## src/rtl/fwd_pkg.sv

```systemverilog
// Shared types and constants for the EX-stage operand-forwarding control.
package fwd_pkg;

  localparam int unsigned REG_ADDR_W_DEF = 5;
  localparam int unsigned SEL_W          = 2;

  localparam logic [SEL_W-1:0] FWD_NONE = 2'd0;
  localparam logic [SEL_W-1:0] FWD_MEM  = 2'd1;
  localparam logic [SEL_W-1:0] FWD_EX   = 2'd2;
  localparam logic [SEL_W-1:0] FWD_ID   = 2'd3;

  // One in-flight producer: valid, destination register, is-a-load.
  typedef struct packed {
    logic                      v;
    logic [REG_ADDR_W_DEF-1:0] rd;
    logic                      ld;
  } sb_entry_t;

  // True when an in-flight producer writes the register a consumer actually reads.
  function automatic logic sb_hit(input sb_entry_t e,
                                  input logic [REG_ADDR_W_DEF-1:0] src,
                                  input logic use_src);
    return e.v && use_src && (e.rd == src) && (src != '0);
  endfunction

endpackage

```

## src/rtl/fwd_match_enc.sv

```systemverilog
// One source operand versus the three-deep producer scoreboard: nearest-match
// forwarding code plus a flag for a load producer still too close to forward.
module fwd_match_enc
  import fwd_pkg::*;
#(
  parameter int unsigned LOAD_DIST = 2
) (
  input  sb_entry_t                 p1,
  input  sb_entry_t                 p2,
  input  sb_entry_t                 p3,
  input  logic [REG_ADDR_W_DEF-1:0] src,
  input  logic                      use_src,
  output logic [SEL_W-1:0]          code_c,
  output logic                      too_close_c
);

  // Priority encode: the youngest producer holds the live value.
  always_comb begin
    code_c      = FWD_NONE;
    too_close_c = 1'b0;
    if (sb_hit(p1, src, use_src)) begin
      code_c      = FWD_ID;
      too_close_c = p1.ld && (32'd1 < LOAD_DIST);
    end else if (sb_hit(p2, src, use_src)) begin
      code_c      = FWD_EX;
      too_close_c = p2.ld && (32'd2 < LOAD_DIST);
    end else if (sb_hit(p3, src, use_src)) begin
      code_c      = FWD_MEM;
      too_close_c = p3.ld && (32'd3 < LOAD_DIST);
    end
  end

endmodule

```

## src/rtl/fwd_hazard_ctrl.sv

```systemverilog
// Forwarding-select and load-use stall generation for the EX operand muxes.
// Tracks the last three issued destinations and registers per-operand selects
// for the instruction moving from ID into EX.
module fwd_hazard_ctrl
  import fwd_pkg::*;
#(
  // Must equal the package width, which sizes the scoreboard entries.
  parameter int unsigned REG_ADDR_W = REG_ADDR_W_DEF,
  parameter int unsigned LOAD_DIST  = 2
) (
  input  logic                  clk,
  input  logic                  rst,
  input  logic                  hold,
  input  logic                  flush,
  input  logic                  id_valid,
  input  logic [REG_ADDR_W-1:0] id_rs1,
  input  logic [REG_ADDR_W-1:0] id_rs2,
  input  logic [REG_ADDR_W-1:0] id_rd,
  input  logic                  id_use_rs1,
  input  logic                  id_use_rs2,
  input  logic                  id_use_imm,
  input  logic                  id_is_store,
  input  logic                  id_is_load,
  input  logic                  id_regwrite,
  input  logic                  id_is_jr,
  output logic                  stall,
  output logic                  ex_valid,
  output logic [SEL_W-1:0]      alu_selA,
  output logic [SEL_W-1:0]      alu_selB,
  output logic [SEL_W-1:0]      store_rs2_forward,
  output logic                  ex_is_jr
);

  sb_entry_t        p1_q, p2_q, p3_q;
  sb_entry_t        id_entry_c;
  logic [SEL_W-1:0] rs1_code_c, rs2_code_c;
  logic             rs1_close_c, rs2_close_c;
  logic [SEL_W-1:0] sel_a_c, sel_b_c, sel_st_c;
  logic             bubble_c;

  fwd_match_enc #(.LOAD_DIST(LOAD_DIST)) u_enc_rs1 (
    .p1          (p1_q),
    .p2          (p2_q),
    .p3          (p3_q),
    .src         (REG_ADDR_W_DEF'(id_rs1)),
    .use_src     (id_use_rs1),
    .code_c      (rs1_code_c),
    .too_close_c (rs1_close_c)
  );

  fwd_match_enc #(.LOAD_DIST(LOAD_DIST)) u_enc_rs2 (
    .p1          (p1_q),
    .p2          (p2_q),
    .p3          (p3_q),
    .src         (REG_ADDR_W_DEF'(id_rs2)),
    .use_src     (id_use_rs2),
    .code_c      (rs2_code_c),
    .too_close_c (rs2_close_c)
  );

  // ID-stage entry, select candidates and load-use stall.
  always_comb begin
    id_entry_c    = '0;
    id_entry_c.v  = id_valid && id_regwrite && (id_rd != '0);
    id_entry_c.rd = REG_ADDR_W_DEF'(id_rd);
    id_entry_c.ld = id_is_load;

    sel_a_c  = id_valid ? rs1_code_c : FWD_NONE;
    sel_b_c  = (id_valid && !id_use_imm) ? rs2_code_c : FWD_NONE;
    sel_st_c = (id_valid && id_is_store) ? rs2_code_c : FWD_NONE;

    stall    = id_valid && !flush && (rs1_close_c || rs2_close_c);
    bubble_c = flush || stall;
  end

  // Scoreboard shift and registered EX-side selects; hold freezes everything.
  always_ff @(posedge clk) begin
    if (!rst) begin
      p1_q              <= '0;
      p2_q              <= '0;
      p3_q              <= '0;
      ex_valid          <= 1'b0;
      alu_selA          <= FWD_NONE;
      alu_selB          <= FWD_NONE;
      store_rs2_forward <= FWD_NONE;
      ex_is_jr          <= 1'b0;
    end else if (!hold) begin
      p3_q <= p2_q;
      p2_q <= p1_q;
      if (bubble_c) begin
        p1_q              <= '0;
        ex_valid          <= 1'b0;
        alu_selA          <= FWD_NONE;
        alu_selB          <= FWD_NONE;
        store_rs2_forward <= FWD_NONE;
        ex_is_jr          <= 1'b0;
      end else begin
        p1_q              <= id_entry_c;
        ex_valid          <= id_valid;
        alu_selA          <= sel_a_c;
        alu_selB          <= sel_b_c;
        store_rs2_forward <= sel_st_c;
        ex_is_jr          <= id_valid && id_is_jr;
      end
    end
  end

endmodule

```

## config.mk

```make
export PLATFORM = sky130hd
export DESIGN_NAME = fwd_hazard_ctrl
export DESIGN_NICKNAME = d
export VERILOG_FILES = /design/src/rtl/fwd_pkg.sv /design/src/rtl/fwd_match_enc.sv /design/src/rtl/fwd_hazard_ctrl.sv
export SDC_FILE = /design/constraint.sdc
export NUM_CORES = 1
export LEC_CHECK = 0
export BUFFER_PORTS_ARGS = -buffer_cell sky130_fd_sc_hd__buf_2
export CAP_MARGIN = 0
export CORE_AREA = 2 2 54 56
export CTS_CLUSTER_DIAMETER = 150
export DETAILED_ROUTE_END_ITERATION = 8
export DIE_AREA = 0 0 56 58
export GPL_TIMING_DRIVEN = 0
export PLACE_DENSITY = 0.86
export SLEW_MARGIN = 40
export SYNTH_ARGS = -nofsm -noshare
export SYNTH_HDL_FRONTEND = slang
export SYNTH_SLANG_ARGS = --single-unit
```

## constraint.sdc

```tcl
create_clock -name clk -period 4.43 [get_ports clk]
set_input_delay 0.2215 -clock clk [delete_from_list [all_inputs] [get_ports clk]]
set_output_delay 0.2215 -clock clk [all_outputs]
set_load 0.02 [all_outputs]
```

---- Yosys cells after proc, flatten, opt, wreduce, memory -nomap -nowiden ----
Index checks and enable logic that the tools add are counted.
word-level totals
  flip-flop bits (word level) ............. 27
  word-level logic and storage cells ...... 67
operators by class
  equal/unequal tests ..................... 6
  muxes and demuxes ....................... 17
  reduce and logical (&&, ||, !) cells .... 32
operator list
  kind               number
  $eq 5x5->1         6
  $logic_and 1x1->1  25
  $mux 2             10
  $reduce_bool 5->1  3
  $mux 7             1
  $mux 1             6
  $logic_not 1->1    2
  $logic_or 1x1->1   2

---- Depth between registers and ports, before layout ----
  depth in word-level cells ............... 8
  depth in mapped cells ................... 6
  mapped depth without buffers ............ 6

---- Modules after synthesis ----
Synthesis repeated with hierarchy kept, for this count alone.
unflattened totals
  cell total of the unflattened synthesis .. 160
  area, all modules ....................... 1539.0 sq um
modules (own cells, without submodules)
  module           instances  cells each  area an instance (sq um)  seq. area each (sq um)
  fwd_hazard_ctrl  1          104         1118.6                    580.6
  fwd_match_enc    2          28          210.2                     0.0

---- Worst setup path before layout ----
OpenSTA, ideal clock, no wires.
  path kind ............................... input-to-output
  from .................................... input port id_rs1[4]
  to ...................................... output port stall
  data arrival time ....................... 1.485 ns
  setup slack ............................. 2.723 ns
  stages on the path ...................... 5
  path buffers ............................ 0
  cell sequence ........................... or4_1 o21ai_2 nor3_2 o2111ai_4 inv_1
on the way
  longest elaborated chain between the ends .. 6
  elaborated cells between the ends (all ways) .. 7
  those cells by class .................... eq/ne (1); mux (1); reduce/logical (5)
RTL lines
  what                 RTL line               source
  from (decl)          fwd_hazard_ctrl.sv:16  input logic [REG_ADDR_W-1:0] id_rs1,
  $eq 5x5->1           fwd_pkg.sv:23          return e.v && use_src && (e.rd == src) && (src != '0);
  $logic_and 1x1->1    fwd_pkg.sv:23
  $logic_and 1x1->1 *  fwd_pkg.sv:23
  $mux 1 *             fwd_match_enc.sv:21    if (sb_hit(p1, src, use_src)) begin
  $logic_or 1x1->1 *   fwd_hazard_ctrl.sv:72  stall = id_valid && !flush && (rs1_close_c || rs2_close_c);
  $logic_and 1x1->1 *  fwd_hazard_ctrl.sv:72
  to (decl)            fwd_hazard_ctrl.sv:26  output logic stall,
Mark *: on every way between the ends. The rest lies on a longest branch, timed or not.

---- Worst setup path after layout ----
  from .................................... register p1_q[4] (netlist name)
  to ...................................... output port stall
on the way
  longest elaborated chain between the ends .. 6
  elaborated cells between the ends (all ways) .. 10
  those cells by class .................... eq/ne (2); mux (2); reduce/logical (6)
RTL lines
  what                             RTL line               source
  from (decl)                      fwd_hazard_ctrl.sv:34  sb_entry_t p1_q, p2_q, p3_q;
  from (signal assigned)           fwd_hazard_ctrl.sv:98  p1_q <= id_entry_c;
  $eq 5x5->1                       fwd_pkg.sv:23
  $logic_and 1x1->1 (2 in series)  fwd_pkg.sv:23
  $mux 1                           fwd_match_enc.sv:21
  $logic_or 1x1->1 *               fwd_hazard_ctrl.sv:72
  $logic_and 1x1->1 *              fwd_hazard_ctrl.sv:72
Marks and branches as above.

==> out/results.ini <==
[die]
die_h_um = 58
num_io_pins = 36
fp-row-count = 19
design.core.area_um2 = 2660
die_area_um2 = 3250
floorplan.initialDensity_pct = 54.5
die_w_um = 56

[pwr]
share_clk_of_total_power_pct = 24.3
netSwitchingFraction_pct = 26.0
leakage_nw = 0.662
power_per_unit_of_standard_cell_area_nw_per_um2 = 249
power.share.sequential_pct = 60.0
net_load_switching_power_mw = 0.110
combPwrFrac_pct = 15.7
internal_power_consumption_mw = 0.312
worst_ir_drop_vdd_mv = 0.233

[yosys]
ys_ff_latch = 27
syn_nets = 181
synth_top_cell_area_share_pct = 37.2
synth_xor_xnor_area_share_pct = 18.1
postSynth.topFlopCell = dfxtp_1
synthesis.area_um2 = 1450
synth_largest_area_cell = dfxtp_1
synth-adder-area-share_pct = 0
synth-simple-area-share_pct = 22.3
synth_compound_gate_area_share_pct = 12.0
synth_mux_area_share_pct = 8.28
number_of_cells_produced_by_synthesis = 154
syn-mean-instance-area_um2 = 9.42
ys_seq_area_share_pct = 37.2
synth_area_leaders = dfxtp_1, xnor2_1, mux2i_1, nor2b_1, xor2_1
combinational_family_with_the_most_area_after_synthesis = simple AND/OR/NAND/NOR gates
yosys_warnings = 0
asyncSetResetFlopFracSynth_pct = 0
post_synth_edffs = 0
synth_cell_type_count = 27

[min_path]
hold_path.class = primary input to register
hold_path_depth = 3
hold_path.startpoint = id_is_jr
hold_path_sink = ex_is_jr$_SDFFE_PN0N_

[grt]
groute.usage.overall_pct = 21.8
antenna_violations_before_repair = 0
first_global_vias = 1204
global_route_wire_length_before_repair_mm = 5.57
grt_max_degree = 16
grt_overflow_total = 0

[route]
post-route-drc-count = 0
drt_pass1_iterations = 6
drt-initial-drc-count = 36
wire_per_inst_um = 15.1
final_antenna_net_count = 0
postRouteWirelength_mm = 3.37
vias = 1277
drt-vias-per-instance = 5.70

[cts]
post_cts_resize_count = 0
cts-root-buf = clkbuf_4
cts_hold_repair.buffers = 0
skew_pair_late_insertion_delay_ns = 0.32
maximum_count_of_clock_buffers_along_a_single_path = 2
cts_tree = built
path_clk_slew_ns = 0.14
tritoncts.num_buffers = 3
postCtsSetupBuffers = 0
clock_tree.htree_level_count = 1
tritoncts_sinks = 27

[timing]
finalSetupTns_ns = 0
fmax_ghz = 0.475
final_max_slew_viol_count = 0
finalHoldViolCount = 0
transition_time_at_the_pin_with_the_least_slew_margin_ns = 0.657
rsz_0062_raised_after_global_routing = no
final.setup_skew_ns = 0.00593
post-route-min-period_ns = 2.11
max_slew_margin_pct = 56.2
final-setup-viol-count = 0
fin_crit_sh_pct = 47.6

[setup_path]
end_kind = primary output
timing.reg2reg.setup_slack_ns = 2.68
worst_r2r_path_depth = 6
worstPathMaxFanout = 9
worst_r2r_startpoint = p1_q[4]$_SDFFE_PN0N_
critPathLaunchType = register
critical_path_class = register to primary output
regToRegEndpoint = p1_q[4]$_SDFFE_PN0N_
critical_path_required_ns = 4.21
crit_arrival_ns = 1.88

[status]
status = completed

[placement]
place.gp.congestion = 0.899
dpl.hpwl_mm = 2.72
io_buffer_count = 35
placedCellCount = 220

[finish]
layout_commonest_cell = buf_2
diodes = 0
n_fill_cell = 239
layout.cells.most_common_list = buf_2, dfxtp_1, xnor2_1, nor2b_1
num-nets-final = 221
area.growth.synth_to_final_pct = 16.6
final_layout_size_suffix_gt1_share_pct = 23.3
instances_no_fill = 224

[job]
drv.max_cap_violation_count = 0

## worst max-delay path: stages (launching register included)
cell,delay [ns]
dfxtp_1,0.46
xnor2_1,0.15
nand4_1,0.13
nor3_2,0.33
o2111ai_4,0.24
inv_1,0.09
buf_2,0.16
## routing by layer
metal	global-route usage, %	part of all wire (%)
met1	28.6	42
met2	37.5	50
met3	3.35	6.9
met4	6.12	1.1
met5	0	0
## how the worst max path moves through the flow
stage                                     from                  endpoint  slack (ns)
final                     p1_q[4]$_SDFFE_PN0N_                     stall        2.32
after global routing      p1_q[4]$_SDFFE_PN0N_                     stall        2.22
after CTS                 p1_q[3]$_SDFFE_PN0N_                     stall        2.32
after detailed placement             id_rs1[4]  alu_selB[0]$_SDFFE_PN0N_        2.42
after global placement               id_rs1[4]                     stall        2.46
after floorplan                      id_rs1[4]                     stall        2.72
## cell type report
| type | count | area (µm²) | share of cell area, % |
|---|---|---|---|
| Tap cell | 31 | 38.8 | 2.29 |
| Multi-Input combinational cell | 119 | 881 | 52.0 |
| Clock inverter | 1 | 5.00 | 0.296 |
| Sequential cell | 27 | 541 | 31.9 |
| Inverter | 2 | 7.51 | 0.443 |
| Timing Repair Buffer | 35 | 175 | 10.3 |
| Buffer | 6 | 22.5 | 1.33 |
| Clock buffer | 3 | 22.5 | 1.33 |
## registers in the layout (all words and copies together) (netlist names)
signal and cells:
alu_selB 2, store_rs2_forward 2, ex_valid 1, p1_q 7, alu_selA 2, p3_q 6, p2_q 6, ex_is_jr 1
## power by group through the flow
| stage | Combinational [mW] | Clock, mW | Sequential [mW] |
|---|---|---|---|
| CTS | 0.0662 | 0.106 | 0.253 |
| global route | 0.0725 | 0.118 | 0.254 |
| detailed placement | 0.0660 | 0 | 0.258 |
| global placement | 0.0634 | 0 | 0.258 |
| finish | 0.0664 | 0.103 | 0.253 |
| floorplan | 0.0383 | 0 | 0.257 |
## logic make-up after synthesis
kind of cell / after synthesis
AND/OR/NAND/NOR: 55
flip-flops: 27
multiplexers: 12
AO/OA/AOI/OAI: 22
XOR/XNOR: 30
buffers and inverters: 8
## cells in the mapped netlist (2+ instances only)
| master | count |
|---|---|
| nor3_2 | 2 |
| dfxtp_1 | 27 |
| nor2_1 | 3 |
| inv_1 | 2 |
| nor2b_1 | 18 |
| o31ai_1 | 2 |
| xor2_1 | 12 |
| mux2i_1 | 12 |
| clkbuf_1 | 5 |
| nor3b_1 | 2 |
| a32oi_1 | 6 |
| o211ai_1 | 2 |
| nor3_1 | 2 |
| nor4_1 | 3 |
| xnor2_1 | 18 |
| nand2_1 | 6 |
| nand3_1 | 11 |
| o21ai_2 | 2 |
| o21ai_0 | 6 |
| nand4_1 | 3 |
| or4_1 | 3 |
| o21ai_1 | 2 |
## metrics by stage
| stage | power (mW) | hold WS [ns] | setup slack (ns) | util, % | instance area [µm²] |
|---|---|---|---|---|---|
| after CTS | 0.425 | 0.139 | 2.32 | 63.6 | 1690 |
| after global routing | 0.444 | 0.114 | 2.22 | 63.6 | 1690 |
| final | 0.422 | 0.143 | 2.32 | 63.6 | 1690 |
| after floorplan | 0.296 | 0.361 | 2.72 | - | 1450 |
| after global placement | 0.321 | 0.460 | 2.46 | 62.5 | 1670 |
| after detailed placement | 0.324 | 0.466 | 2.42 | 62.5 | 1670 |
Power figures use the tool's default switching activity.
